### src/rtl/ppu_pkg.sv
// Shared types and constants for the PPU VRAM access port.
package ppu_pkg;

    localparam int unsigned DATA_W = 8;
    localparam int unsigned T_W    = 14;

    localparam logic [15:0] REG_CTRL     = 16'h2000;
    localparam logic [15:0] REG_STATUS   = 16'h2002;
    localparam logic [15:0] REG_ADDR     = 16'h2006;
    localparam logic [15:0] REG_DATA     = 16'h2007;
    localparam logic [15:0] PALETTE_BASE = 16'h3F00;

    typedef enum logic [1:0] {IDLE, WRITE, FETCH, FILL} state_e;

    typedef enum logic [1:0] {OP_NONE, OP_WR_DATA, OP_RD_DATA, OP_WR_ADDR} op_e;

    typedef struct packed {
        logic              valid;
        op_e               op;
        logic [DATA_W-1:0] data;
    } pend_t;

endpackage

### src/rtl/ppu_addr_latch.sv
// $2006 two-write address latch: temporary address t and write toggle w.
module ppu_addr_latch
    import ppu_pkg::*;
(
    input  logic              clk,
    input  logic              reset_n,
    input  logic              wr_en,
    input  logic              clr_w,
    input  logic [DATA_W-1:0] data,
    output logic              load_c,
    output logic [T_W-1:0]    addr_c
);

    logic [T_W-1:0] t;
    logic [T_W-1:0] t_next;
    logic           w;

    // First write sets the high bits, second sets the low byte and commits.
    always_comb begin
        t_next = t;
        if (wr_en) begin
            if (!w) t_next = T_W'({data[5:0], t[7:0]});
            else    t_next = T_W'({t[T_W-1:8], data});
        end
    end

    assign load_c = wr_en && w;
    assign addr_c = t_next;

    // A $2002 read in the same cycle as a deferred $2006 write wins on w.
    always_ff @(posedge clk or negedge reset_n) begin
        if (!reset_n) begin
            t <= '0;
            w <= 1'b0;
        end else begin
            t <= t_next;
            if (wr_en) w <= ~w;
            if (clr_w) w <= 1'b0;
        end
    end

endmodule

### src/rtl/ppu_vram_port.sv
// CPU-side $2000/$2002/$2006/$2007 port into PPU VRAM with a one-entry pending slot.
// Optional feature: PPU_PALETTE_READ_BYPASS_EN returns palette bytes directly on $2007 reads.
module ppu_vram_port
    import ppu_pkg::*;
#(
    parameter int unsigned ADDR_W  = 14,
    parameter int unsigned ROW_INC = 32
) (
    input  logic              clk,
    input  logic              reset_n,
    input  logic [15:0]       cpu_address,
    input  logic [DATA_W-1:0] cpu_data_in,
    input  logic              cpu_wr,
    input  logic              cpu_rd,
    output logic [DATA_W-1:0] cpu_data_out,
    output logic [15:0]       vram_addr,
    output logic [DATA_W-1:0] vram_wdata,
    output logic              vram_we,
    input  logic [DATA_W-1:0] vram_rdata,
    output logic              busy,
    output logic              overrun
);

    state_e            state;
    state_e            state_next;
    op_e               new_op;
    op_e               exec_op;
    logic [DATA_W-1:0] exec_data;
    pend_t             pend;
    pend_t             pend_next;
    logic              drop;
    logic              ctrl_wr;
    logic              status_rd;
    logic              load_addr;
    logic [T_W-1:0]    t_addr;
    logic [ADDR_W-1:0] addr;
    logic [ADDR_W-1:0] inc;
    logic [DATA_W-1:0] read_buf;
    logic              inc_sel;

    assign ctrl_wr   = cpu_wr && (cpu_address == REG_CTRL);
    assign status_rd = cpu_rd && !cpu_wr && (cpu_address == REG_STATUS);
    assign inc       = inc_sel ? ADDR_W'(ROW_INC) : ADDR_W'(1);
    assign vram_addr = 16'(addr);

    // Accesses that go through the FSM / pending slot; a write beats a read.
    always_comb begin
        new_op = OP_NONE;
        if (cpu_wr) begin
            if (cpu_address == REG_DATA)      new_op = OP_WR_DATA;
            else if (cpu_address == REG_ADDR) new_op = OP_WR_ADDR;
        end else if (cpu_rd && (cpu_address == REG_DATA)) begin
            new_op = OP_RD_DATA;
        end
    end

    always_ff @(posedge clk or negedge reset_n) begin
        if (!reset_n) state <= IDLE;
        else          state <= state_next;
    end

    // IDLE services the pending slot first; any access arriving that cycle is dropped.
    always_comb begin
        state_next = state;
        exec_op    = OP_NONE;
        exec_data  = cpu_data_in;
        pend_next  = pend;
        drop       = 1'b0;
        case (state)
            IDLE: begin
                if (pend.valid) begin
                    exec_op   = pend.op;
                    exec_data = pend.data;
                    pend_next = '0;
                    drop      = (new_op != OP_NONE);
                end else begin
                    exec_op = new_op;
                end
                if (exec_op == OP_WR_DATA)      state_next = WRITE;
                else if (exec_op == OP_RD_DATA) state_next = FETCH;
            end
            WRITE:   state_next = IDLE;
            FETCH:   state_next = FILL;
            FILL:    state_next = IDLE;
            default: state_next = IDLE;
        endcase
        if ((state != IDLE) && (new_op != OP_NONE)) begin
            if (pend.valid) begin
                drop = 1'b1;
            end else begin
                pend_next.valid = 1'b1;
                pend_next.op    = new_op;
                pend_next.data  = cpu_data_in;
            end
        end
    end

    ppu_addr_latch u_addr_latch (
        .clk     (clk),
        .reset_n (reset_n),
        .wr_en   (exec_op == OP_WR_ADDR),
        .clr_w   (status_rd),
        .data    (exec_data),
        .load_c  (load_addr),
        .addr_c  (t_addr)
    );

`ifdef PPU_PALETTE_READ_BYPASS_EN
    logic in_palette;
    assign in_palette = (vram_addr[15:8] == PALETTE_BASE[15:8]);
`endif

    // Address loads happen only in IDLE, increments only in WRITE/FILL.
    always_ff @(posedge clk or negedge reset_n) begin
        if (!reset_n) begin
            addr         <= '0;
            inc_sel      <= 1'b0;
            read_buf     <= '0;
            cpu_data_out <= '0;
            vram_wdata   <= '0;
            vram_we      <= 1'b0;
            busy         <= 1'b0;
            overrun      <= 1'b0;
            pend         <= '0;
        end else begin
            pend    <= pend_next;
            vram_we <= (state_next == WRITE);
            busy    <= (state_next != IDLE);
            if (drop)                   overrun      <= 1'b1;
            if (ctrl_wr)                inc_sel      <= cpu_data_in[2];
            if (exec_op == OP_WR_DATA)  vram_wdata   <= exec_data;
            if (exec_op == OP_RD_DATA)  cpu_data_out <= read_buf;
            if (load_addr)              addr         <= ADDR_W'(t_addr);
            if ((state == WRITE) || (state == FILL)) addr <= addr + inc;
            if (state == FILL) begin
                read_buf <= vram_rdata;
`ifdef PPU_PALETTE_READ_BYPASS_EN
                if (in_palette) cpu_data_out <= vram_rdata;
`endif
            end
        end
    end

endmodule

### config.mk
export PLATFORM = sky130hd
export DESIGN_NAME = ppu_vram_port
export DESIGN_NICKNAME = d
export VERILOG_FILES = /design/src/rtl/ppu_pkg.sv /design/src/rtl/ppu_addr_latch.sv /design/src/rtl/ppu_vram_port.sv
export SDC_FILE = /design/constraint.sdc
export NUM_CORES = 1
export LEC_CHECK = 0
export BUFFER_PORTS_ARGS = -buffer_cell sky130_fd_sc_hd__buf_2
export CAP_MARGIN = 20
export CORE_AREA = 5 5 82 84
export CTS_CLUSTER_SIZE = 40
export DETAILED_ROUTE_END_ITERATION = 16
export DIE_AREA = 0 0 87 89
export PLACE_DENSITY = 0.75
export SLEW_MARGIN = 20
export SYNTH_ARGS = -nofsm -noshare
export SYNTH_HDL_FRONTEND = slang
export SYNTH_SLANG_ARGS = --single-unit
export TNS_END_PERCENT = 50
### constraint.sdc
create_clock -name clk -period 2.4 [get_ports clk]
set_input_delay 0.48 -clock clk [delete_from_list [all_inputs] [get_ports clk]]
set_output_delay 0.48 -clock clk [all_outputs]
set_load 0.01 [all_outputs]
==> impl_results.md, run 1 <==
* Slew HR at 48.7%
* Core Area at 0.00585 mm²
* Hold buffer count at cts at 0
* Share of layout cells above drive strength 1 at 41.5%
* CTS tree: built
* Nature of the critical path endpoint: register
* Global Route Usage Sum at 18.8%
* Critical path arrival at 2420 ps
* DRC at 0
* Drt first pass iters at 4
* N_diodes at 0
* Die Area at 0.00774 mm²
* Netlist cell types at 54
* Status: complete, no violations
* Global route total overflow at 0
* PostCTS Resize Cnt at 0
* Layout fillers at 504
* WHS at 303 ps
* Site Rows at 28
* Peak supply drop at 336 µV
* EDFF count, synth at 0
* H-tree depth at 3
* Antenna violation net count after detailed routing at 0
* Final Hold Viols at 0
* Final #Nets at 383
* Pwr Density at 546 mW/mm²
* Clock slew at reported path FFs at 70 ps
* #FFs+latches synth at 62
* Initial antenna violation count at 0
* Setup-failing EPs final at 0
* Fmax at 460 MHz
* Top_reg_cell synth: dfrtp_1
* Highest fanout seen on the critical path at 4
* Area Growth Syn to Fin at 20.2%
* LEAKAGE at 0.00186 µW
* Share of the yosys chip area belonging to registers at 50.9%
* DR iter-0 viols at 130
* Vias in the first global route at 2,292
* CTS Buf Count at 9
* Async set or reset register ratio after synthesis at 100%
* # Post-CTS Setup Buffers at 0
* Mapped Cells at 266
* Tcrit/Tclk final at 90.6%
* WS Path Type: reg2reg
* Clk sinks at 62
* Post-Route WL at 6800 µm
* Post-Synthesis Cell Area at 0.00305 mm²
* IO Count at 71
* Critical Path Start Type: register
* Synthesis Warnings at 0
* RSZ-0062 raised after global routing: false
* Final-report max-slew violation count at 0
* Die width at 87 µm
* Root Driver: clkbuf_8
* Worst Skew at 3.36 ps
* Die H at 89 µm
* Largest net degree at the start of global routing at 63
* Minimum clock period at 2180 ps
* Worst skew pair latency at 330 ps
* Setup slack, reg-to-reg at 220 ps
* Reg2reg path depth at 8
* Port-buffer cells at 68
* Post-DP HPWL at 5120 µm
* WP data required at 2640 ps
* Commonest non-fill, non-tap cell in the layout: buf_2
* Initial core utilization at 52.1%
* Worst r2r src: inc_sel$_DFFE_PN0P_
* Reg-to-reg endpoint: addr[12]$_DFFE_PN0P_
* Via-per-instance ratio at 5.55
* Worst slew pin tran at 769 ps
* Max_cap viols at 0
* DR vias at 2,353
* Bufs on Longest Clock Path at 2
* Hold Path Class: in2async
* Commonest cells after routing, fill and taps aside: 68 x buf_2, 62 x dfrtp_1, 44 x nand2_1
* Routed len/inst at 16.0 µm
* Syn_area_per_cell at 11.5 µm²
* Routability cong. at 0.837
* First-pass GRT wire length at 11,200 µm
* Core Util, Final at 62.6%
==> stage by stage <==
| stage | worst slack [ps] | total power, µW | instances | TNS, ps | instance area, µm² |
|---|---|---|---|---|---|
| after global routing | 91.8 | 2090 | 424 | 0 | 3660 |
| after CTS | 229 | 2030 | 424 | 0 | 3660 |
| after floorplan | 362 | 1110 | 267 | 0 | 3050 |
| final | 225 | 2000 | 424 | 0 | 3660 |
| after detailed placement | -45.5 | 1180 | 408 | -133 | 3480 |
| after global placement | 11.9 | 1170 | 408 | 0 | 3480 |
==> state kept, by name (all words and copies together), names as in the netlist, 2 cells and up <==
signal / cells
addr: 14
pend: 11
cpu_data_out: 8
read_buf: 8
vram_wdata: 8
u_addr_latch.t: 6
state: 2
==> layer usage <==
metal  GRT usage, %  up-vias  part of all wire [%]
li1               -     1121                     -
met1           24.8     1152                    44
met2           30.4       72                    48
met3           4.06        8                   6.8
met4           7.37        0                   1.1
met5              0        -                     0
==> worst max path at each step <==
stage / start / end / slack [ps] / depth (start not counted)
2_1_floorplan: addr[0]$_DFFE_PN0P_ / addr[12]$_DFFE_PN0P_ / 360 / 7
3_3_place_gp: cpu_address[15] / cpu_data_out[2]$_DFFE_PN0N_ / 10 / 6
3_5_place_dp: cpu_address[15] / cpu_data_out[6]$_DFFE_PN0N_ / -50 / 6
4_1_cts: inc_sel$_DFFE_PN0P_ / addr[12]$_DFFE_PN0P_ / 230 / 8
5_1_grt: inc_sel$_DFFE_PN0P_ / addr[12]$_DFFE_PN0P_ / 90 / 8
6_report: inc_sel$_DFFE_PN0P_ / addr[12]$_DFFE_PN0P_ / 220 / 8
==> cells in the mapped netlist, types with 2 or more instances <==
master    instances  area (µm²)
a211o_1           2        17.5
nand2b_1          2        12.5
inv_1             5        18.8
o21ai_0          11        55.1
nand4_1           6        37.5
o211ai_1          2        15.0
xnor2_1           2        17.5
ha_1              3        37.5
or2_2             4        25.0
nor2_1            5        18.8
clkbuf_1          3        11.3
a21o_1            2        15.0
nand3_1           7        35.0
or3_1             3        18.8
nand2_1          44         165
and2_1            2        12.5
nor4_4            2        42.5
and3b_1           3        26.3
a32oi_1           2        17.5
buf_4             4        30.0
mux2_1            3        33.8
a41o_1            2        20.0
o221ai_1          5        43.8
dfrtp_1          62        1550
nor3_1            5        25.0
nor3_4            2        32.5
xor2_1            2        17.5
buf_2             2        10.0
mux2_2           40         450
a21oi_1           4        20.0
nor4_1            2        12.5
==> where the power goes <==
group | internal, µW | switching, µW | leakage (µW)
combinational | 40.9 | 57.4 | 0.00101
clock | 473 | 374 | 0.0000968
sequential | 1050 | 4.23 | 0.000749
==> worst max-delay path: stages (launching register included) <==
cell	delay, ps
dfrtp_1	410
inv_1	70
ha_1	190
ha_1	190
and4_1	240
a32oi_1	130
or2_2	320
or4_1	470
o221ai_1	80
==> area by class of cell <==
class                      instances  area (µm²)  area share [%]
sequential                        62        1550            42.3
clock inverter                     5        50.0            1.37
tap                               75        93.8            2.56
multi-input combinational        189        1420            38.6
inverter                           6        22.5           0.615
clock buffer                      11         131            3.58
timing repair buffer              76         400            10.9
==> cells by family after synthesis <==
family	after synthesis	synth area share (%)
fa+ha+maj	3	1.23
buf+inv	16	2.79
compound gates	41	10.2
other cells	1	0.123
mux	43	15.9
simple gates	96	17.7
xor+xnor	4	1.15
flops	62	50.9
Note: power is estimated with default switching activity, not from simulation.
==> inputs of run 2 (changes only) <==
--- a/config.mk
+++ b/config.mk
@@ -5,7 +5,7 @@
 export SDC_FILE = /design/constraint.sdc
 export NUM_CORES = 1
 export LEC_CHECK = 0
-export BUFFER_PORTS_ARGS = -buffer_cell sky130_fd_sc_hd__buf_2
+export BUFFER_PORTS_ARGS = -buffer_cell sky130_fd_sc_hd__buf_4
 export CAP_MARGIN = 20
 export CORE_AREA = 5 5 82 84
 export CTS_CLUSTER_SIZE = 40
==> run 2 against run 1 <==
Net effect:
- critical path depth unchanged
- non-clock buffer count unchanged
- die area unchanged
- via count up 0.13%
- worst setup slack better by 8.8 ps
- sequential cell count unchanged
==> impl_results.md, run 2 (synthesis gave the netlist of run 1 again) <==
* Status: complete, no violations
* Final #Nets at 383
* Commonest cells after routing, fill and taps aside: 76 x buf_4, 62 x dfrtp_1, 44 x nand2_1
* Global route total overflow at 0
* Root Driver: clkbuf_8
* Max_cap viols at 0
* Final-report max-slew violation count at 0
* Pwr Density at 558 mW/mm²
* Initial antenna violation count at 0
* Highest fanout seen on the critical path at 4
* Layout fillers at 449
* Core Util, Final at 66.1%
* Setup-failing EPs final at 0
* Worst Skew at 7.52 ps
* DR vias at 2,356
* DRC at 0
* RSZ-0062 raised after global routing: false
* Multi-input gate area at 0.00142 mm²
* Post-Route WL at 6810 µm
* PostCTS Resize Cnt at 0
* DR iter-0 viols at 132
* Post-DP HPWL at 5040 µm
* Fin Setup TNS at 0 ps
* CTS Buf Count at 9
* Minimum clock period at 2170 ps
* Site Rows at 28
* Hold Path Class: in2async
* Clock slew at reported path FFs at 70 ps
* Routed len/inst at 16.1 µm
* WP data required at 2640 ps
* Dpl cell area at 0.00365 mm²
* Post-Layout Inst Area at 0.00387 mm²
* Port-buffer cells at 68
* N_diodes at 0
* Worst slew pin tran at 754 ps
* Share of layout cells above drive strength 1 at 41.3%
* Critical Path Start Type: register
* Nature of the critical path endpoint: register
* Bufs on Longest Clock Path at 2
* Antenna violation net count after detailed routing at 0
* Worst skew pair latency at 320 ps
* Core Area at 0.00585 mm²
* H-tree depth at 3
* Largest reg by FF count: addr
* FF/Latch Area at 0.00155 mm²
* Biggest regs: addr (14), pend (11)
* First-pass GRT wire length at 11,500 µm
* Area Growth Syn to Fin at 27.0%
* Global Route Usage Sum at 18.9%
* Slew HR at 49.7%
* Hold buffer count at cts at 0
* Via-per-instance ratio at 5.56
* Initial core utilization at 52.1%
* Fmax at 462 MHz
* Die H at 89 µm
* WS Path Type: reg2reg
* Die width at 87 µm
* CTS tree: built
* Largest net degree at the start of global routing at 63
* Tcrit/Tclk final at 90.3%
* Final Hold Viols at 0
* Drt first pass iters at 4
* Tot Pwr at 2160 µW
* Peak supply drop at 387 µV
* Number of flip-flops in the largest register at 14
* Vias in the first global route at 2,355
* Commonest non-fill, non-tap cell in the layout: buf_4
* # Post-CTS Setup Buffers at 0
* IO Count at 71
* Critical path arrival at 2410 ps
* LEAKAGE at 0.00191 µW
* Die Area at 0.00774 mm²
* Routability cong. at 0.834
* Clk sinks at 62
## run 2: cell count changes in the layout (fill, tap and decap cells not counted), sizes merged
| cell | change |
|---|---|
| bufinv | +1 |
| clkbuf | +2 |
| clkinv | -4 |
| clkinvlp | +1 |
## run 2: path summary, 6_finish.rpt
path	from	end	slack, ps	cells past startpoint
max	inc_sel$_DFFE_PN0P_	addr[12]$_DFFE_PN0P_	230	8
min	reset_n	read_buf[0]$_DFFE_PN0P_	230	1
max reg2reg	inc_sel$_DFFE_PN0P_	addr[12]$_DFFE_PN0P_	230	8
min reg2reg	overrun$_DFFE_PN0P_	overrun$_DFFE_PN0P_	460	1
max in group asynchronous	reset_n	u_addr_latch.t[8]$_DFF_PN0_	1680	1
min in group clk	cpu_data_in[5]	pend[5]$_DFF_PN0_	370	3
## run 2: report_power, final
part,leakage (µW),total [µW],switching [µW],internal [µW]
clock,0.000104,991,376,615
sequential,0.000749,1060,4.27,1050
combinational,0.00106,113,56.3,56.2
total,0.00191,2160,437,1720
## run 2: layout make-up
class,instances,share of cell area (%)
flip-flops and latches,62,40.1
multi-input cells,189,36.6
repair buffers,76,14.7
clock buffers,13,3.85
well taps,75,2.42
clock inverters,3,1.75
inverters,6,0.582
## run 2: per-stage QoR
step / setup slack, ps / std cells / hold WS (ps)
finish: 233 / 424 / 227
floorplan: 362 / 267 / 184
global route: 145 / 424 / 278
CTS: 239 / 424 / 248
detailed placement: 126 / 408 / 454
global placement: 154 / 408 / 447
## run 2: metal layers
layer | vias to the layer above | track usage, % | wire [µm]
li1 | 1118 | - | -
met1 | 1153 | 25.9 | 2940
met2 | 83 | 30.2 | 3340
met3 | 2 | 4.61 | 515
met4 | 0 | 5.10 | 12
met5 | - | 0 | 0
## run 2: critical path, cell delays in order (launching register included)
cell	delay (ps)
dfrtp_1	410
inv_1	60
ha_1	190
ha_1	190
and4_1	240
a32oi_1	120
or2_2	320
or4_1	460
o221ai_1	80
==> inputs of run 3 (changes only) <==
--- a/config.mk
+++ b/config.mk
@@ -7,11 +7,11 @@
 export LEC_CHECK = 0
 export BUFFER_PORTS_ARGS = -buffer_cell sky130_fd_sc_hd__buf_4
 export CAP_MARGIN = 20
-export CORE_AREA = 5 5 82 84
+export CORE_AREA = 5 5 81 83
 export CTS_CLUSTER_SIZE = 40
 export DETAILED_ROUTE_END_ITERATION = 16
-export DIE_AREA = 0 0 87 89
-export PLACE_DENSITY = 0.75
+export DIE_AREA = 0 0 86 88
+export PLACE_DENSITY = 0.76
 export SLEW_MARGIN = 20
 export SYNTH_ARGS = -nofsm -noshare
 export SYNTH_HDL_FRONTEND = slang
==> constraint.sdc (replaced) <==
create_clock -name clk -period 2.66 [get_ports clk]
set_input_delay 0.532 -clock clk [delete_from_list [all_inputs] [get_ports clk]]
set_output_delay 0.532 -clock clk [all_outputs]
set_load 0.01 [all_outputs]
==> run 3 against run 2 <==
Net effect:
- via count is 0.21% higher
- clock skew is 2.1 ps higher
- routed wire length is 0.75% lower
- non-clock buffer count is 3 lower
- highest routed layer unchanged
- worst setup slack better by 130 ps
- fmax is 5.7% lower
- count of clock-buffer cells in the layout is 2 lower
- cell area is 1.3% lower
- sequential power is 10% lower
- sequential cell count stayed put
==> impl_results.md, run 3 (synthesis gave the netlist of run 1 again) <==
* Status: complete, no violations
* Initial core utilization at 52.7%
* Largest reg by FF count: addr
* Reg2reg path depth at 8
* Routed len/inst at 16.1 µm
* Area Growth Syn to Fin at 25.3%
* Slew HR at 48.8%
* Crit. path cell count at 8
* Hold Path Class: in2async
* CP dominant cell by count: ha_1
* Worst slew pin tran at 767 ps
* LEAKAGE at 0.00189 µW
* RSZ-0062 raised after global routing: false
* Tot Pwr at 1850 µW
* Critical-path top delay cell: or4_1
* CTS Buf Count at 9
* First-pass GRT wire length at 11,100 µm
* Share of layout cells above drive strength 1 at 41.2%
* Via-per-instance ratio at 5.62
* Crit path max-delay family: simple AND/OR/NAND/NOR gates
* Die Area at 0.00757 mm²
* H-tree depth at 3
* N_diodes at 0
* Final Hold Viols at 0
* Final #Nets at 380
* Largest stage delay on the critical path at 480 ps
* Initial antenna violation count at 0
* Worst Skew at 9.67 ps
* Post-Route WL at 6760 µm
* Setup-failing EPs final at 0
* Clk sinks at 62
* Layout Cells excl Fill at 420
* Biggest regs: addr (14), pend (11)
* Nature of the critical path endpoint: register
* Core Area at 0.00578 mm²
* CP startpoint: inc_sel$_DFFE_PN0P_
* Global route total overflow at 0
* IO Count at 71
* Root Driver: clkbuf_8
* Fin Setup TNS at 0 ps
* Critical Path Start Type: register
* Worst path bufs/invs at 1
* Port-buffer cells at 68
* CTS tree: built
* DR vias at 2,361
* End of the critical path: addr[12]$_DFFE_PN0P_
* Number of flip-flops in the largest register at 14
* Layout fillers at 468
* Commonest cells after routing, fill and taps aside: 73 x buf_4, 62 x dfrtp_1, 44 x nand2_1
* Drt first pass iters at 5
* Reg-to-reg endpoint: addr[12]$_DFFE_PN0P_
* Peak supply drop at 439 µV
* Critical path arrival at 2540 ps
* Dpl cell area at 0.00363 mm²
* Commonest non-fill, non-tap cell in the layout: buf_4
* DRC at 0
* DR iter-0 viols at 213
* Dpl cells at 405
* Worst skew pair latency at 330 ps
* Vias in the first global route at 2,271
* Post-Layout Inst Area at 0.00382 mm²
* FF/Latch Area at 0.00155 mm²
* Minimum clock period at 2300 ps
* Final-report max-slew violation count at 0
* Bufs on Longest Clock Path at 2
* Highest fanout seen on the critical path at 5
* Fmax at 435 MHz
* WS Path Type: reg2reg
* Tcrit/Tclk final at 86.4%
* Post-DP HPWL at 4880 µm
* Routability cong. at 0.829
* WP data required at 2910 ps
* Worst r2r src: inc_sel$_DFFE_PN0P_
* Setup slack, reg-to-reg at 360 ps
* # Post-CTS Setup Buffers at 0
* Core Util, Final at 66.1%
* Hold buffer count at cts at 0
* PostCTS Resize Cnt at 0
* Antenna violation net count after detailed routing at 0
* Pwr Density at 485 mW/mm²
* CP cell instances: inv_1, ha_1, ha_1, and4_1, a32oi_1, or2_2, or4_1, o221ai_1
* Die width at 86 µm
* Clock slew at reported path FFs at 60 ps
* Multi-input gate area at 0.00142 mm²
* Max_cap viols at 0
* Die H at 88 µm
* Largest net degree at the start of global routing at 63
* Global Route Usage Sum at 19.1%
* Site Rows at 28
run 3: cell count changes in the layout (fill, tap and decap cells not counted), sizes merged:
cell / change
clkbuf: -2
buf: -3
bufinv: -1
clkinv: +2
run 3: worst min path at each step:
stage,cells past startpoint,from,endpoint
6_report,1,reset_n,cpu_data_out[5]$_DFFE_PN0N_
5_1_grt,1,reset_n,cpu_data_out[5]$_DFFE_PN0N_
4_1_cts,1,reset_n,cpu_data_out[3]$_DFFE_PN0N_
3_5_place_dp,1,overrun$_DFFE_PN0P_,overrun$_DFFE_PN0P_
3_3_place_gp,1,overrun$_DFFE_PN0P_,overrun$_DFFE_PN0P_
2_1_floorplan,0,reset_n,addr[0]$_DFFE_PN0P_
run 3: metal layers:
layer / GRT usage [%] / share of wire [%] / wire length, µm
met1: 26.8 / 45 / 3050
met2: 28.5 / 47 / 3140
met3: 4.99 / 7.0 / 472
met4: 7.19 / 1.3 / 88
met5: 0 / 0 / 0
run 3: metrics by stage:
stage | hold slack [ps] | setup WS [ps]
finish | 275 | 362
CTS | 294 | 393
global route | 324 | 230
floorplan | 236 | 597
detailed placement | 449 | 275
global placement | 447 | 345
run 3: where the power goes:
part / total, µW / internal (µW) / switching [µW] / leakage [µW]
combinational: 101 / 50.0 / 50.7 / 0.00104
clock: 798 / 450 / 349 / 0.0000952
sequential: 953 / 950 / 3.32 / 0.000749
run 3: final cells by class:
| cell class | count | share of cell area, % |
|---|---|---|
| multi-input combinational | 189 | 37.0 |
| timing repair buffer | 73 | 14.3 |
| inverter | 6 | 0.590 |
| clock buffer | 11 | 3.70 |
| sequential | 62 | 40.6 |
| tap | 75 | 2.46 |
| clock inverter | 4 | 1.24 |
run 3: worst reg2reg max path, delay by kind of cell, from the launching register on:
kind | cells | cell delay (ps)
compound gates | 2 | 270
flops | 1 | 430
simple gates | 3 | 1080
buf+inv | 1 | 80
fa+ha+maj | 2 | 350
